--- config.mk ---
export PLATFORM = sky130hd
export DESIGN_NAME = lsu_pipe
export DESIGN_NICKNAME = d
export VERILOG_FILES = /design/src/rtl/lsu_pipe.sv
export SDC_FILE = /design/constraint.sdc
export NUM_CORES = 1
export LEC_CHECK = 0
export CELL_PAD_IN_SITES_DETAIL_PLACEMENT = 1
export CELL_PAD_IN_SITES_GLOBAL_PLACEMENT = 2
export CORE_MARGIN = 3
export CORE_UTILIZATION = 19
export CTS_BUF_LIST = sky130_fd_sc_hd__clkbuf_4
export CTS_CLUSTER_SIZE = 8
export DETAILED_ROUTE_END_ITERATION = 8
export GPL_TIMING_DRIVEN = 0
export PLACE_DENSITY = 0.9
export SETUP_SLACK_MARGIN = 0.2
export SYNTH_ARGS = -nofsm -noshare
export SYNTH_HDL_FRONTEND = slang
export SYNTH_SLANG_ARGS = --single-unit
--- constraint.sdc ---
create_clock -name clk -period 2.71 [get_ports clk]
set_input_delay 0.813 -clock clk [delete_from_list [all_inputs] [get_ports clk]]
set_output_delay 0.813 -clock clk [all_outputs]
set_load 0.01 [all_outputs]
--- src/rtl/lsu_pipe.sv ---
// lsu_pipe -- load/store unit front end for an RV32 core.
//
// Requests are decoded combinationally and issued straight onto a split
// read/write data-memory bus. Loads record {funct3, addr[1:0]} in an
// OUTST-deep in-order queue. When the matching response arrives, the data is
// aligned and extended, then registered into load_data with a one-cycle
// load_valid pulse. Stores are fire-and-forget: they get lane strobes and
// replicated write data.
//
// Configuration macro: LSU_MISALIGN_TRAP_EN
//   defined   : misaligned LH/LHU/SH/LW/SW are accepted without a bus request
//               and raise a one-cycle misalign pulse on the next cycle.
//   undefined : every access is issued as-is and misalign stays 0.
//
// Ports
//   clk, rst                   clock, synchronous active-high reset
//   req_valid / req_ready      request handshake
//   req_is_store, req_funct3   access kind (RV32 funct3 encoding)
//   req_addr, req_wdata        byte address, store data
//   dmem_rvalid/rready/raddr   load request channel (word aligned)
//   dmem_rdata/_valid/_ready   load response channel
//   dmem_wvalid/wready/waddr/wdata/wstrb  store channel
//   load_data, load_valid      aligned/extended load result (latency 1)
//   misalign                   misaligned-access pulse (trap build only)
//   outstanding                number of loads awaiting a response
module lsu_pipe #(
  parameter int ADDR_W = 32,
  parameter int OUTST  = 4
) (
  input  logic                       clk,
  input  logic                       rst,
  input  logic                       req_valid,
  output logic                       req_ready,
  input  logic                       req_is_store,
  input  logic [2:0]                 req_funct3,
  input  logic [ADDR_W-1:0]          req_addr,
  input  logic [31:0]                req_wdata,
  output logic                       dmem_rvalid,
  input  logic                       dmem_rready,
  output logic [ADDR_W-1:0]          dmem_raddr,
  input  logic [31:0]                dmem_rdata,
  input  logic                       dmem_rdata_valid,
  output logic                       dmem_rdata_ready,
  output logic                       dmem_wvalid,
  input  logic                       dmem_wready,
  output logic [ADDR_W-1:0]          dmem_waddr,
  output logic [31:0]                dmem_wdata,
  output logic [3:0]                 dmem_wstrb,
  output logic [31:0]                load_data,
  output logic                       load_valid,
  output logic                       misalign,
  output logic [$clog2(OUTST):0]     outstanding
);

  localparam int PTR_W = $clog2(OUTST);
  localparam int CNT_W = PTR_W + 1;
  localparam logic [CNT_W-1:0] FULL_CNT = CNT_W'(OUTST);

  // Store byte-lane strobes; unsupported funct3 yields no lanes.
  function automatic logic [3:0] store_strb(input logic [2:0] f3, input logic [1:0] off);
    case (f3)
      3'b000:  return 4'b0001 << off;
      3'b001:  return 4'b0011 << off;
      3'b010:  return 4'b1111;
      default: return 4'b0000;
    endcase
  endfunction

  // Replicate narrow store data so every lane the strobe may select carries it.
  function automatic logic [31:0] store_data(input logic [2:0] f3, input logic [31:0] wd);
    case (f3)
      3'b000:  return {4{wd[7:0]}};
      3'b001:  return {2{wd[15:0]}};
      default: return wd;
    endcase
  endfunction

  // Align the addressed bytes to bit 0 and extend to 32 bits.
  function automatic logic [31:0] extend_load(input logic [2:0] f3, input logic [1:0] off,
                                              input logic [31:0] rd);
    logic        [31:0] shifted;
    logic signed [7:0]  byte_s;
    logic signed [15:0] half_s;
    logic signed [31:0] wide_s;
    shifted = rd >> {off, 3'b000};
    byte_s  = shifted[7:0];
    half_s  = shifted[15:0];
    case (f3)
      3'b000:  begin wide_s = byte_s; return wide_s; end
      3'b001:  begin wide_s = half_s; return wide_s; end
      3'b010:  return shifted;
      3'b100:  return {24'h0, shifted[7:0]};
      3'b101:  return {16'h0, shifted[15:0]};
      default: return 32'h0;
    endcase
  endfunction

  // ---- Stage p0: request decode and bus issue (combinational) ----
  logic             mis_p0;
  logic             full_p0;
  logic [3:0]       strb_p0;
  logic             push_p0;
  logic             pop_p0;
  logic [CNT_W-1:0] count;
  logic [PTR_W-1:0] wr_ptr;
  logic [PTR_W-1:0] rd_ptr;
  logic [4:0]       fifo_mem [OUTST];

`ifdef LSU_MISALIGN_TRAP_EN
  always_comb begin
    mis_p0 = 1'b0;
    case (req_funct3[1:0])
      2'b01:   mis_p0 = req_addr[0];
      2'b10:   mis_p0 = (req_addr[1:0] != 2'b00);
      default: mis_p0 = 1'b0;
    endcase
  end
`else
  assign mis_p0 = 1'b0;
`endif

  assign full_p0 = (count == FULL_CNT);
  assign strb_p0 = store_strb(req_funct3, req_addr[1:0]);

  always_comb begin
    if (mis_p0)
      req_ready = 1'b1;
    else if (req_is_store)
      req_ready = dmem_wready;
    else
      req_ready = dmem_rready && !full_p0;
  end

  assign dmem_rvalid = req_valid && !req_is_store && !full_p0 && !mis_p0;
  assign dmem_wvalid = req_valid && req_is_store && (strb_p0 != 4'b0000) && !mis_p0;
  assign dmem_raddr  = {req_addr[ADDR_W-1:2], 2'b00};
  assign dmem_waddr  = {req_addr[ADDR_W-1:2], 2'b00};
  assign dmem_wstrb  = strb_p0;
  assign dmem_wdata  = store_data(req_funct3, req_wdata);

  // A full queue blocks the push even if a pop frees a slot this cycle.
  assign push_p0 = dmem_rvalid && dmem_rready;
  assign dmem_rdata_ready = (count != '0);
  assign pop_p0  = dmem_rdata_valid && dmem_rdata_ready;

  // ---- Stage p1: in-order tag queue and registered load result ----
  logic [31:0] load_data_p1;
  logic        load_valid_p1;
  logic [4:0]  head_p0;

  assign head_p0 = fifo_mem[rd_ptr];

  always_ff @(posedge clk) begin
    if (push_p0)
      fifo_mem[wr_ptr] <= {req_funct3, req_addr[1:0]};
  end

  always_ff @(posedge clk) begin
    if (rst) begin
      wr_ptr        <= '0;
      rd_ptr        <= '0;
      count         <= '0;
      load_valid_p1 <= 1'b0;
      load_data_p1  <= 32'h0;
    end else begin
      if (push_p0) wr_ptr <= wr_ptr + 1'b1;
      if (pop_p0)  rd_ptr <= rd_ptr + 1'b1;
      case ({push_p0, pop_p0})
        2'b10:   count <= count + CNT_W'(1);
        2'b01:   count <= count - CNT_W'(1);
        default: count <= count;
      endcase
      load_valid_p1 <= pop_p0;
      if (pop_p0)
        load_data_p1 <= extend_load(head_p0[4:2], head_p0[1:0], dmem_rdata);
    end
  end

`ifdef LSU_MISALIGN_TRAP_EN
  logic misalign_p1;
  always_ff @(posedge clk) begin
    if (rst) misalign_p1 <= 1'b0;
    else     misalign_p1 <= req_valid && mis_p0;
  end
  assign misalign = misalign_p1;
`else
  assign misalign = 1'b0;
`endif

  assign load_data   = load_data_p1;
  assign load_valid  = load_valid_p1;
  assign outstanding = count;

endmodule

==> impl_metrics.ini <==
[finish]
final_nets = 781
drive_above_1_share = 0.343
multi_input_comb_area_um2 = 2140
final_design_area_no_fill_um2 = 7160
num_antenna_cells = 0
finalCoreUtilization = 0.349
seqCellArea_um2 = 1440
fillerInstances = 2389
area_delta_synth_final_pct = 77.8

[placement]
post-place-ws_ps = -1250
half_perimeter_wire_length_after_detailed_placement_um = 13200
placement.cell_area_um2 = 6500
routabilityCongestion = 0.794
place.port_buffers = 210

[logic_synthesis]
ys_top_cells_by_area = sky130_fd_sc_hd__dfxtp_1, sky130_fd_sc_hd__edfxtp_1, sky130_fd_sc_hd__buf_4
synth_largest_area_cell = sky130_fd_sc_hd__dfxtp_1
async_flop_share = 0
synth_flop_cell = sky130_fd_sc_hd__dfxtp_1
synth_enable_flop_cells = 20
number_of_flip_flops_and_latches_in_the_synthesized_netlist = 62
syn_area_um2 = 4030
synth_area_per_cell_um2 = 9.56
synth_seq_area_share = 0.358
synthDominantCellAreaShare = 0.209
count_of_different_cell_masters_after_synthesis = 43
synthesis.instances = 421
ys.warnings.count = 0

[global_route]
globalRouteOverflowTotal = 0
groute.usage.overall = 0.141
largest_net_degree_at_the_start_of_global_routing = 13
grt_pass1_vias = 4492
global_route_wire_length_before_repair_um = 25100
initial_antenna_violation_count = 1

[power]
power_dissipated_by_switching_net_loads_w = 0.00126
comb_power_share = 0.475
total_power_density_per_cell_area_nw_per_um2 = 485
p_leak_nw = 2.89
switching_share_of_power = 0.363
clock_power_share = 0.215
vdd.ir_drop.worst_v = 0.000195
power_frac_seq = 0.309
cellInternalPower_w = 0.00221

[sta]
final_min_period_over_clock_period = 0.996
peak_clock_frequency_supported_by_timing_mhz = 371
fin_hold_ws_ps = 504
final_critical_path_setup_slack_ps = 11.9
fin_crit_ps = 2700
tns_ps = 0
grt_setup_unrepaired = yes
drv_slew = 0
final-setup-viol-count = 0
fin_skew_ps = 21.5
tightest_slew_ps = 619
total_count_of_hold_check_failures_in_the_final_report = 0
max_slew_margin = 0.587

[detailed_routing]
post-route-drc-count = 0
routedWlPerCell_um = 17.7
drt-pass1-iter-count = 4
detail_route.wirelength_um = 16700
route.vias.total = 4016
drt_iter0_drc = 83
avgViaCountPerCell = 4.25
drt.antenna.violating_nets = 0

[critical_path]
path_delay_family = buffers and inverters
crit_fanout = 5
reg2reg_depth = 6
critical_path.max_stage_delay_ps = 290
cp.arrival_ps = 1890
worst_path_max_delay_cell = sky130_fd_sc_hd__mux2_4
crit_top_cell = sky130_fd_sc_hd__buf_6
reg2reg_setup_slack_ps = 300
critPathBufInv = 5
worstPathRequired_ps = 1900
r2r_end = load_data[29]$_SDFFE_PP0P_
setup.worst_path.end_class = primary output
crit_chain = buf_8 -> clkbuf_16 -> nor2_4 -> buf_4 -> buf_6 -> mux2_4 -> buf_6
startpoint_type = primary input
timing.setup.critical_path_class = in2out

[die]
die_height_um = 152
floorplan_core_area_um2 = 20500
fp.dieW_um = 152
num_io_pins = 247
effective_utilization_at_floorplan = 0.196
design.die.area_um2 = 23000
fp-row-count = 52

[status]
status = finished clean

[min_path]
hold_end = load_data[15]$_SDFFE_PP0P_
worstHoldPathType = reg2reg
worstHoldStart = load_data[15]$_SDFFE_PP0P_
min_path_cells = 2

[clock_network]
cts-hold-fix-buffers = 0
reg_clk_slew_reported_paths_ps = 110
cts_htree_levels = 3
clk_path_buf_depth = 2
numClockSinks = 62
cts.root.buffer_cell = sky130_fd_sc_hd__clkbuf_4
tritoncts = done
cts-buffers-inserted = 9
worst_skew_pair.late_latency_ps = 430

[job]
maxCapViolCount = 0
flip-flops by register name, summed over array words and instances, names as in the netlist, named ones only:
register     cells
load_valid       1
outstanding      3
wr_ptr           2
rd_ptr           2
fifo_mem        20
load_data       32
timing repair:
action	in CTS	in global routing
gates cloned	1	0
pin swaps	4	9
resized for setup	243	57
setup buffers	13	9
endpoints found under the setup margin	58	60
stage by stage:
step / power (W) / instances
floorplan: 0.00193 / 425
global placement: 0.00259 / 905
detailed placement: 0.00261 / 905
CTS: 0.00343 / 935
global route: 0.00368 / 944
finish: 0.00347 / 944
layout make-up:
cell class	instances	share of cell area
flip-flops and latches	62	0.202
repair buffers	233	0.322
well taps	270	0.0472
clock buffers	10	0.0105
plain buffers	97	0.103
clock inverters	6	0.0122
inverters	11	0.00577
multi-input cells	255	0.298
kinds of logic (layout without fill, tap and decap cells):
family	Yosys count	count (layout)	synth area share
DFF	62	62	0.358
buffers and inverters	108	357	0.175
AOI/OAI and AO/OA	86	86	0.158
other	1	5	0.000931
and+or+nand+nor	89	89	0.0960
muxes	64	64	0.180
adders and majority gates	6	6	0.0205
xor gates and xnor gates	5	5	0.0109
synth_stat cells, types with 2 or more instances:
cell type / number
sky130_fd_sc_hd__o31a_1: 3
sky130_fd_sc_hd__buf_4: 73
sky130_fd_sc_hd__ha_1: 5
sky130_fd_sc_hd__mux2_2: 17
sky130_fd_sc_hd__nor2_1: 33
sky130_fd_sc_hd__o2bb2ai_1: 7
sky130_fd_sc_hd__edfxtp_1: 20
sky130_fd_sc_hd__a221oi_1: 14
sky130_fd_sc_hd__xor2_1: 3
sky130_fd_sc_hd__mux4_2: 5
sky130_fd_sc_hd__and2_1: 4
sky130_fd_sc_hd__nor2b_1: 2
sky130_fd_sc_hd__buf_1: 2
sky130_fd_sc_hd__dfxtp_1: 42
sky130_fd_sc_hd__nand2_1: 38
sky130_fd_sc_hd__o21ai_0: 3
sky130_fd_sc_hd__buf_6: 3
sky130_fd_sc_hd__buf_2: 3
sky130_fd_sc_hd__a21boi_0: 4
sky130_fd_sc_hd__inv_1: 11
sky130_fd_sc_hd__a22oi_1: 8
sky130_fd_sc_hd__mux2i_1: 42
sky130_fd_sc_hd__nand2b_1: 3
sky130_fd_sc_hd__o21a_1: 11
sky130_fd_sc_hd__xnor2_1: 2
sky130_fd_sc_hd__clkbuf_1: 16
sky130_fd_sc_hd__a21oi_1: 22
sky130_fd_sc_hd__a311oi_1: 7
sky130_fd_sc_hd__a221oi_2: 2
sky130_fd_sc_hd__or3_1: 3
tightest hold or removal path, stage by stage, from the launching register on:
cell and delay, ps:
sky130_fd_sc_hd__dfxtp_1 330, sky130_fd_sc_hd__nand2_1 70, sky130_fd_sc_hd__a31oi_1 70
layout by cell type (no fill, tap or decap), types with 6 or more instances in the layout:
master	n
sky130_fd_sc_hd__clkbuf_4	10
sky130_fd_sc_hd__a21oi_1	14
sky130_fd_sc_hd__a21oi_2	7
sky130_fd_sc_hd__dlymetal6s2s_1	8
sky130_fd_sc_hd__inv_1	9
sky130_fd_sc_hd__mux2i_1	40
sky130_fd_sc_hd__dfxtp_1	41
sky130_fd_sc_hd__buf_2	17
sky130_fd_sc_hd__dlygate4sd2_1	6
sky130_fd_sc_hd__buf_4	90
sky130_fd_sc_hd__buf_6	27
sky130_fd_sc_hd__nor2_1	22
sky130_fd_sc_hd__clkdlybuf4s50_1	154
sky130_fd_sc_hd__nand2_1	37
sky130_fd_sc_hd__mux2_4	16
sky130_fd_sc_hd__clkdlybuf4s15_2	6
sky130_fd_sc_hd__o21a_1	10
sky130_fd_sc_hd__o2bb2ai_1	7
sky130_fd_sc_hd__a22oi_1	8
sky130_fd_sc_hd__a311oi_1	7
sky130_fd_sc_hd__clkbuf_1	8
sky130_fd_sc_hd__nor2_2	6
sky130_fd_sc_hd__edfxtp_1	20
sky130_fd_sc_hd__a221oi_1	12
metal layers:
metal / vias to the layer above / part of all wire / GRT usage
li1: 1925 / - / -
met2: 188 / 0.51 / 0.262
met3: 14 / 0.082 / 0.0419
met1: 1889 / 0.40 / 0.160
met4: 0 / 0.0088 / 0.0288
met5: - / 0 / 0
how the worst max path moves through the flow:
stage                              from             end  slack [ps]  cells past startpoint
after floorplan           req_funct3[1]  dmem_wdata[16]         200                      4
after global placement    req_funct3[0]     dmem_wvalid       -1250                      5
after detailed placement  req_funct3[0]     dmem_wvalid       -1250                      5
after CTS                 req_funct3[1]  dmem_wdata[18]          20                      6
after global routing      req_funct3[1]  dmem_wdata[21]         -30                      7
final                     req_funct3[1]  dmem_wdata[21]          10                      7
power by group through the flow:
stage	registers [W]	logic, W	clock network [W]
after floorplan	0.00110	0.000831	0
after global placement	0.00109	0.00150	0
after detailed placement	0.00109	0.00152	0
after CTS	0.00107	0.00159	0.000764
after global routing	0.00109	0.00180	0.000799
final	0.00107	0.00165	0.000748
Power figures use the tool's default switching activity.
